File: src/rtl/btn_pkg.sv
// Shared constants and types for the push-button/switch input conditioner.
package btn_pkg;

   localparam int unsigned N_BTN = 5;

   localparam int unsigned BTN_CENTER = 0;
   localparam int unsigned BTN_TOP    = 1;
   localparam int unsigned BTN_BOTTOM = 2;
   localparam int unsigned BTN_LEFT   = 3;
   localparam int unsigned BTN_RIGHT  = 4;

   // 10 ms at 100 MHz
   localparam int unsigned DEBOUNCE_CYCLES_DEFAULT = 1_000_000;

   // Debounce state is implied by comparing the synchronized input with the level
   typedef enum logic {
      DB_STABLE  = 1'b0,
      DB_PENDING = 1'b1
   } db_state_e;

endpackage

File: src/rtl/debounce_cell.sv
// One button: two-flop synchronizer, stability counter and debounced level register.
// rise is combinational and flags the edge on which level goes 0->1.
module debounce_cell
   import btn_pkg::*;
#(
   parameter int unsigned DEBOUNCE_CYCLES = DEBOUNCE_CYCLES_DEFAULT
) (
   input  logic clk,
   input  logic reset,
   input  logic raw,
   output logic level,
   output logic rise
);

   localparam int unsigned     CNT_W    = $clog2(DEBOUNCE_CYCLES);
   localparam logic [CNT_W-1:0] CNT_LAST = CNT_W'(DEBOUNCE_CYCLES - 1);

   logic             sync_meta;
   logic             sync_s;
   logic [CNT_W-1:0] cnt;
   logic [CNT_W-1:0] cnt_next;
   logic             level_next;
   db_state_e        state_c;

   always_ff @(posedge clk) begin
      if (reset) begin
         sync_meta <= 1'b0;
         sync_s    <= 1'b0;
      end else begin
         sync_meta <= raw;
         sync_s    <= sync_meta;
      end
   end

   // Counter only runs while the input disagrees with the level; clears at expiry
   always_comb begin
      state_c    = DB_STABLE;
      cnt_next   = '0;
      level_next = level;
      rise       = 1'b0;
      if (sync_s != level) begin
         state_c = DB_PENDING;
      end
      case (state_c)
         DB_STABLE: begin
            cnt_next = '0;
         end
         DB_PENDING: begin
            if (cnt == CNT_LAST) begin
               level_next = sync_s;
               cnt_next   = '0;
               rise       = sync_s;
            end else begin
               cnt_next = cnt + CNT_W'(1);
            end
         end
         default: begin
            cnt_next = '0;
         end
      endcase
   end

   always_ff @(posedge clk) begin
      if (reset) begin
         cnt   <= '0;
         level <= 1'b0;
      end else begin
         cnt   <= cnt_next;
         level <= level_next;
      end
   end

endmodule

File: src/rtl/btn_conditioner.sv
// Input conditioning for the card-game FSM: synchronized switches, debounced buttons
// and one-hot press pulses with chord lockout.
module btn_conditioner #(
   parameter int unsigned N_BTN           = btn_pkg::N_BTN,
   parameter int unsigned SW_WIDTH        = 16,
   parameter int unsigned DEBOUNCE_CYCLES = btn_pkg::DEBOUNCE_CYCLES_DEFAULT
) (
   input  logic                clk,
   input  logic                reset,
   input  logic [N_BTN-1:0]    btn_raw,
   input  logic [SW_WIDTH-1:0] sw_raw,
   output logic [N_BTN-1:0]    btn_level,
   output logic [N_BTN-1:0]    btn_pulse,
   output logic [SW_WIDTH-1:0] sw_sync
);

   logic [N_BTN-1:0]    rise_c;
   logic [N_BTN-1:0]    pulse_next_c;
   logic                lock_c;
   logic [SW_WIDTH-1:0] sw_meta;

   for (genvar i = 0; i < N_BTN; i++) begin : g_btn
      debounce_cell #(
         .DEBOUNCE_CYCLES (DEBOUNCE_CYCLES)
      ) u_debounce (
         .clk   (clk),
         .reset (reset),
         .raw   (btn_raw[i]),
         .level (btn_level[i]),
         .rise  (rise_c[i])
      );
   end

   // Any button already down locks out new presses; simultaneous rises keep the lowest index
   always_comb begin
      lock_c       = |btn_level;
      pulse_next_c = '0;
      if (!lock_c) begin
         pulse_next_c = rise_c & (~rise_c + N_BTN'(1));
      end
   end

   always_ff @(posedge clk) begin
      if (reset) begin
         btn_pulse <= '0;
      end else begin
         btn_pulse <= pulse_next_c;
      end
   end

   always_ff @(posedge clk) begin
      if (reset) begin
         sw_meta <= '0;
         sw_sync <= '0;
      end else begin
         sw_meta <= sw_raw;
         sw_sync <= sw_meta;
      end
   end

endmodule
File: config.mk
export PLATFORM = sky130hd
export DESIGN_NAME = btn_conditioner
export DESIGN_NICKNAME = d
export VERILOG_FILES = /design/src/rtl/btn_pkg.sv /design/src/rtl/debounce_cell.sv /design/src/rtl/btn_conditioner.sv
export SDC_FILE = /design/constraint.sdc
export NUM_CORES = 1
export LEC_CHECK = 0
export CORE_UTILIZATION = 30
export CTS_BUF_LIST = sky130_fd_sc_hd__clkbuf_8
export DETAILED_ROUTE_END_ITERATION = 10
export SYNTH_ARGS = -nofsm -noshare
export SYNTH_HDL_FRONTEND = slang
export SYNTH_SLANG_ARGS = --single-unit
File: constraint.sdc
create_clock -name clk -period 2.8 [get_ports clk]
set_input_delay 0.28 -clock clk [delete_from_list [all_inputs] [get_ports clk]]
set_output_delay 0.28 -clock clk [all_outputs]
set_load 0.02 [all_outputs]
* Word level (Yosys, flattened, before mapping)
Cells that the tools add are included.
Word-level totals: register bits 152, input port bits 23
Cells by class: add/subtract/negate cells 6, equal/unequal tests 10, multiplexer cells 25, bitwise operators 7, reductions and logical operators 6
Operator list (number):
- $pmux W20 S2 | 5
- $add A20 B1 Y20 const B | 5
- $eq A20 B20 Y1 const B | 5
- $mux W20 | 5
- $mux W1 | 15
- $reduce_and A2 Y1 | 5
- $reduce_or A6 Y1 | 1
- $add A5 B1 Y5 const B | 1
- $and A5 B5 Y5 | 1
- $ne A1 B1 Y1 | 5
- $not A1 Y1 | 5
- $not A5 Y5 | 1

* Logic depth before layout (Yosys ltp)
word-level depth 6, gate-level depth with buffers 7, mapped depth without buffers 5

* Modules after synthesis
Synthesis repeated with hierarchy kept, for this count alone.
Second synthesis, totals: cells, all modules 678, area total of the unflattened synthesis 6465.0 um^2
Modules (own cells, without submodules):
- debounce_cell | times used 5, cells an instance 119, area an instance 1081.0 um^2
- btn_conditioner | times used 1, cells an instance 83, area an instance 1059.8 um^2

* Least setup slack after synthesis
OpenSTA, ideal clock, no wires.
path type reg2reg, start register g_btn[0].u_debounce.cnt[0], end register g_btn[0].u_debounce.cnt[18], setup time 70 ps, arrival 1908 ps, required time 2730 ps, path slack 822 ps, cell stages (with the launch flop) 7, cell sequence dfxtp_1 -> ha_1 -> nand2_1 -> or4_1 -> clkbuf_1 -> or4_1 -> a21oi_1
On the way: word-level cells in the longest chain between the ends 3, elaborated cells on any way between the ends 4, classes of those cells add/sub (1); eq/ne (1); mux (2)
Ends and longest elaborated chain:
- start: declaration | line debounce_cell.sv:20 | logic [CNT_W-1:0] cnt;
- start signal: assignment | line debounce_cell.sv:68 | cnt <= cnt_next;
- $add A20 B1 Y20 / $eq A20 B20 Y1 (equally long branches) | line debounce_cell.sv:54, debounce_cell.sv:49
- $mux W20 (*) | line debounce_cell.sv:49 | if (cnt == CNT_LAST) begin
- $pmux W20 S2 (*) | line debounce_cell.sv:44 | case (state_c)
Every way passes the cells marked *; elsewhere a longest branch is shown, timed or not. A chain may end at the register's enable or synchronous reset.

* Final worst setup path
start register g_btn[4].u_debounce.cnt[0], end register g_btn[4].u_debounce.cnt[4]
On the way: word-level cells in the longest chain between the ends 3, elaborated cells on any way between the ends 4, classes of those cells add/sub (1); eq/ne (1); mux (2)
Ends and longest elaborated chain (line):
- start: declaration | debounce_cell.sv:20
- start signal: assignment | debounce_cell.sv:68
- $add A20 B1 Y20 / $eq A20 B20 Y1 (equally long branches) | debounce_cell.sv:54, debounce_cell.sv:49
- $mux W20 (*) | debounce_cell.sv:49
- $pmux W20 S2 (*) | debounce_cell.sv:44
Marks and branches as above.

==> results.json <==
{
  "status": "completed",
  "ant_nets": 0,
  "fmax_ghz": 0.444,
  "first_iter_violations": 218,
  "pwr-share-comb_pct": 2.9,
  "final_common_cell": "dfxtp_1",
  "rsz0062_at_grt": "false",
  "maxSlewViolCount": 0,
  "grt.total_usage_pct": 11.8,
  "die_width_um": 145,
  "ctsResizeCount": 0,
  "dp_hpwl_um": 8160,
  "p_sw_share_pct": 22.8,
  "grt_pass1_wl_um": 20400,
  "timing.final.hold_violations": 0,
  "final_nets": 752,
  "period_needed_ns": 2.25,
  "vias": 4726,
  "async_flop_share_pct": 0,
  "wl_per_cell_um": 11.7,
  "grtUsageMet1_pct": 15.5,
  "coreArea_um2": 20200,
  "multiInputGateArea_um2": 2900,
  "clk_latency_ns": 0.44,
  "p_int_mw": 3.07,
  "synth.distinct_cells": 43,
  "dieHeight_um": 145,
  "dieArea_um2": 21100,
  "num_rows": 52,
  "synth_enable_flop_cells": 0,
  "drc": 0,
  "io_buffers": 48,
  "grt_max_degree": 31,
  "grtUsageMet3_pct": 4.33,
  "num_antenna_cells": 0,
  "fin_tns_setup_ns": 0,
  "grt_util_met2_pct": 17.8,
  "relSlewSlack_pct": 56.8,
  "switchingPower_mw": 0.908,
  "crit_buf_inv": 0,
  "fin_util_pct": 36.1,
  "cts_hold_buffers": 0,
  "synth_area_per_cell_um2": 9.06,
  "cts_inserted_buffers": 17,
  "critPathRequiredTime_ns": 3.11,
  "area_growth_pct": 18.2,
  "slowest_stage": "a211o_1",
  "clk_path_buf_depth": 2,
  "crit_path_start_kind": "flop",
  "top_usage_layer": "met2",
  "synthCells": 680,
  "wl_um": 11800,
  "max_cap_viol_count": 0,
  "synth_seq_cells": 152,
  "p_seq_share_pct": 55.3,
  "grt_overflow_total": 0,
  "tightest_slew_ns": 0.648,
  "io_pins": 49,
  "grt_pass1_vias": 4407,
  "path_cells": "ha_1 -> nand3_1 -> nor4_1 -> a211o_1 -> nor2_1",
  "cts_tree": "built",
  "post_cts_buffers": 0,
  "netlist_area_um2": 6160,
  "seq_area_um2": 3040,
  "hold_class": "in -> reg",
  "setup_viol": 0,
  "power-per-cell-area_nw_per_um2": 547,
  "vdd_drop_max_uv": 328,
  "antenna_found_initial": 0,
  "crit_type": "reg -> reg",
  "dr.pass1.iters": 5,
  "final_cell_mix": "152 x dfxtp_1, 77 x nor2_1, 47 x clkdlybuf4s50_1",
  "worstPathMaxFanout": 20,
  "start_util_pct": 30.6,
  "critical-path-top-delay-family": "simple AND/OR/NAND/NOR gates",
  "cts-root-buf": "clkbuf_8",
  "synth_flop_cell": "dfxtp_1",
  "finalCritPeriodShare_pct": 80.5,
  "clkSinkCount": 152,
  "drive_above_1_share_pct": 6.78,
  "leakagePower_nw": 2.18,
  "ys_seq_area_share_pct": 49.4,
  "ys_warn_count": 0,
  "place_congestion": 0.767,
  "cp-end-kind": "flop",
  "avgViaCountPerCell": 4.69,
  "clkSlewWorstSetupHoldPaths_ns": 0.08,
  "worstPathArrival_ns": 2.56,
  "power.share.clock_pct": 41.8,
  "htree_levels": 4,
  "critical-path-max-stage-delay_ns": 0.64,
  "finClkSkew_ns": 0.00837,
  "fill_cells": 2052,
  "synth_nets": 708
}
power groups by stage:
stage          clock network [mW]  logic [mW]  registers [mW]
2_1_floorplan                   0      0.0448            2.26
3_3_place_gp                    0       0.117            2.25
3_5_place_dp                    0       0.117            2.25
4_1_cts                      1.73       0.117            2.20
5_1_grt                      1.81       0.127            2.20
6_report                     1.67       0.115            2.20
state kept, by name (all words and copies together), names as in the netlist:
register                    cells
g_btn.u_debounce.cnt          100
g_btn.u_debounce.level          5
btn_pulse                       5
sw_sync                        16
g_btn.u_debounce.sync_meta      5
sw_meta                        16
g_btn.u_debounce.sync_s         5
stage by stage:
stage | instances | hold slack, ns | power [mW] | setup WS (ns) | instance area [um^2]
6_report | 1007 | 0.273 | 3.98 | 0.546 | 7280
5_1_grt | 1007 | 0.269 | 4.14 | 0.239 | 7280
4_1_cts | 1007 | 0.245 | 4.05 | 0.518 | 7280
3_5_place_dp | 975 | 0.420 | 2.37 | 0.533 | 6890
3_3_place_gp | 975 | 0.416 | 2.37 | 0.609 | 6890
2_1_floorplan | 680 | 0.408 | 2.31 | 0.822 | 6160
cells in the mapped netlist (18+ instances only):
cell type	n	area share [%]
nand4_1	24	2.4
nand3_1	38	3.1
dfxtp_1	152	49
inv_1	21	1.3
nand2_1	34	2.1
or3_1	18	1.8
a21oi_1	37	3.0
nor2b_1	43	4.4
xor2_1	28	4.0
xnor2_1	34	4.8
or4_1	23	2.8
nor2_1	77	4.7
o21ai_0	22	1.8
area by class of cell:
class / count / area share, %
clock inverter: 14 / 2.06
sequential: 152 / 41.8
tap: 270 / 4.64
timing repair buffer: 55 / 7.25
inverter: 21 / 1.08
multi-input combinational: 477 / 39.8
clock buffer: 18 / 3.40
cell families after synthesis:
family / after synthesis / synth area share, %
simple gates: 328 / 29.5
flops: 152 / 49.4
compound gates: 82 / 7.73
xor+xnor: 62 / 8.81
buf+inv: 51 / 3.59
fa+ha+maj: 5 / 1.02
routing by layer:
layer / wire (um) / up-vias
li1: - / 2482
met1: 6060 / 2150
met2: 5000 / 85
met3: 667 / 9
met4: 104 / 0
met5: 0 / -
final timing paths:
kind                                                     from                    endpoint  slack, ns  depth (start not counted)
worst min-delay path                                    reset                 sw_sync[10]       0.27                          2
worst min register to register  g_btn[3].u_debounce.sync_meta  g_btn[3].u_debounce.sync_s       0.44                          1
worst max register to register     g_btn[4].u_debounce.cnt[0]  g_btn[4].u_debounce.cnt[4]       0.55                          5
worst max-delay path               g_btn[4].u_debounce.cnt[0]  g_btn[4].u_debounce.cnt[4]       0.55                          5
(Power assumes the default switching activity.)
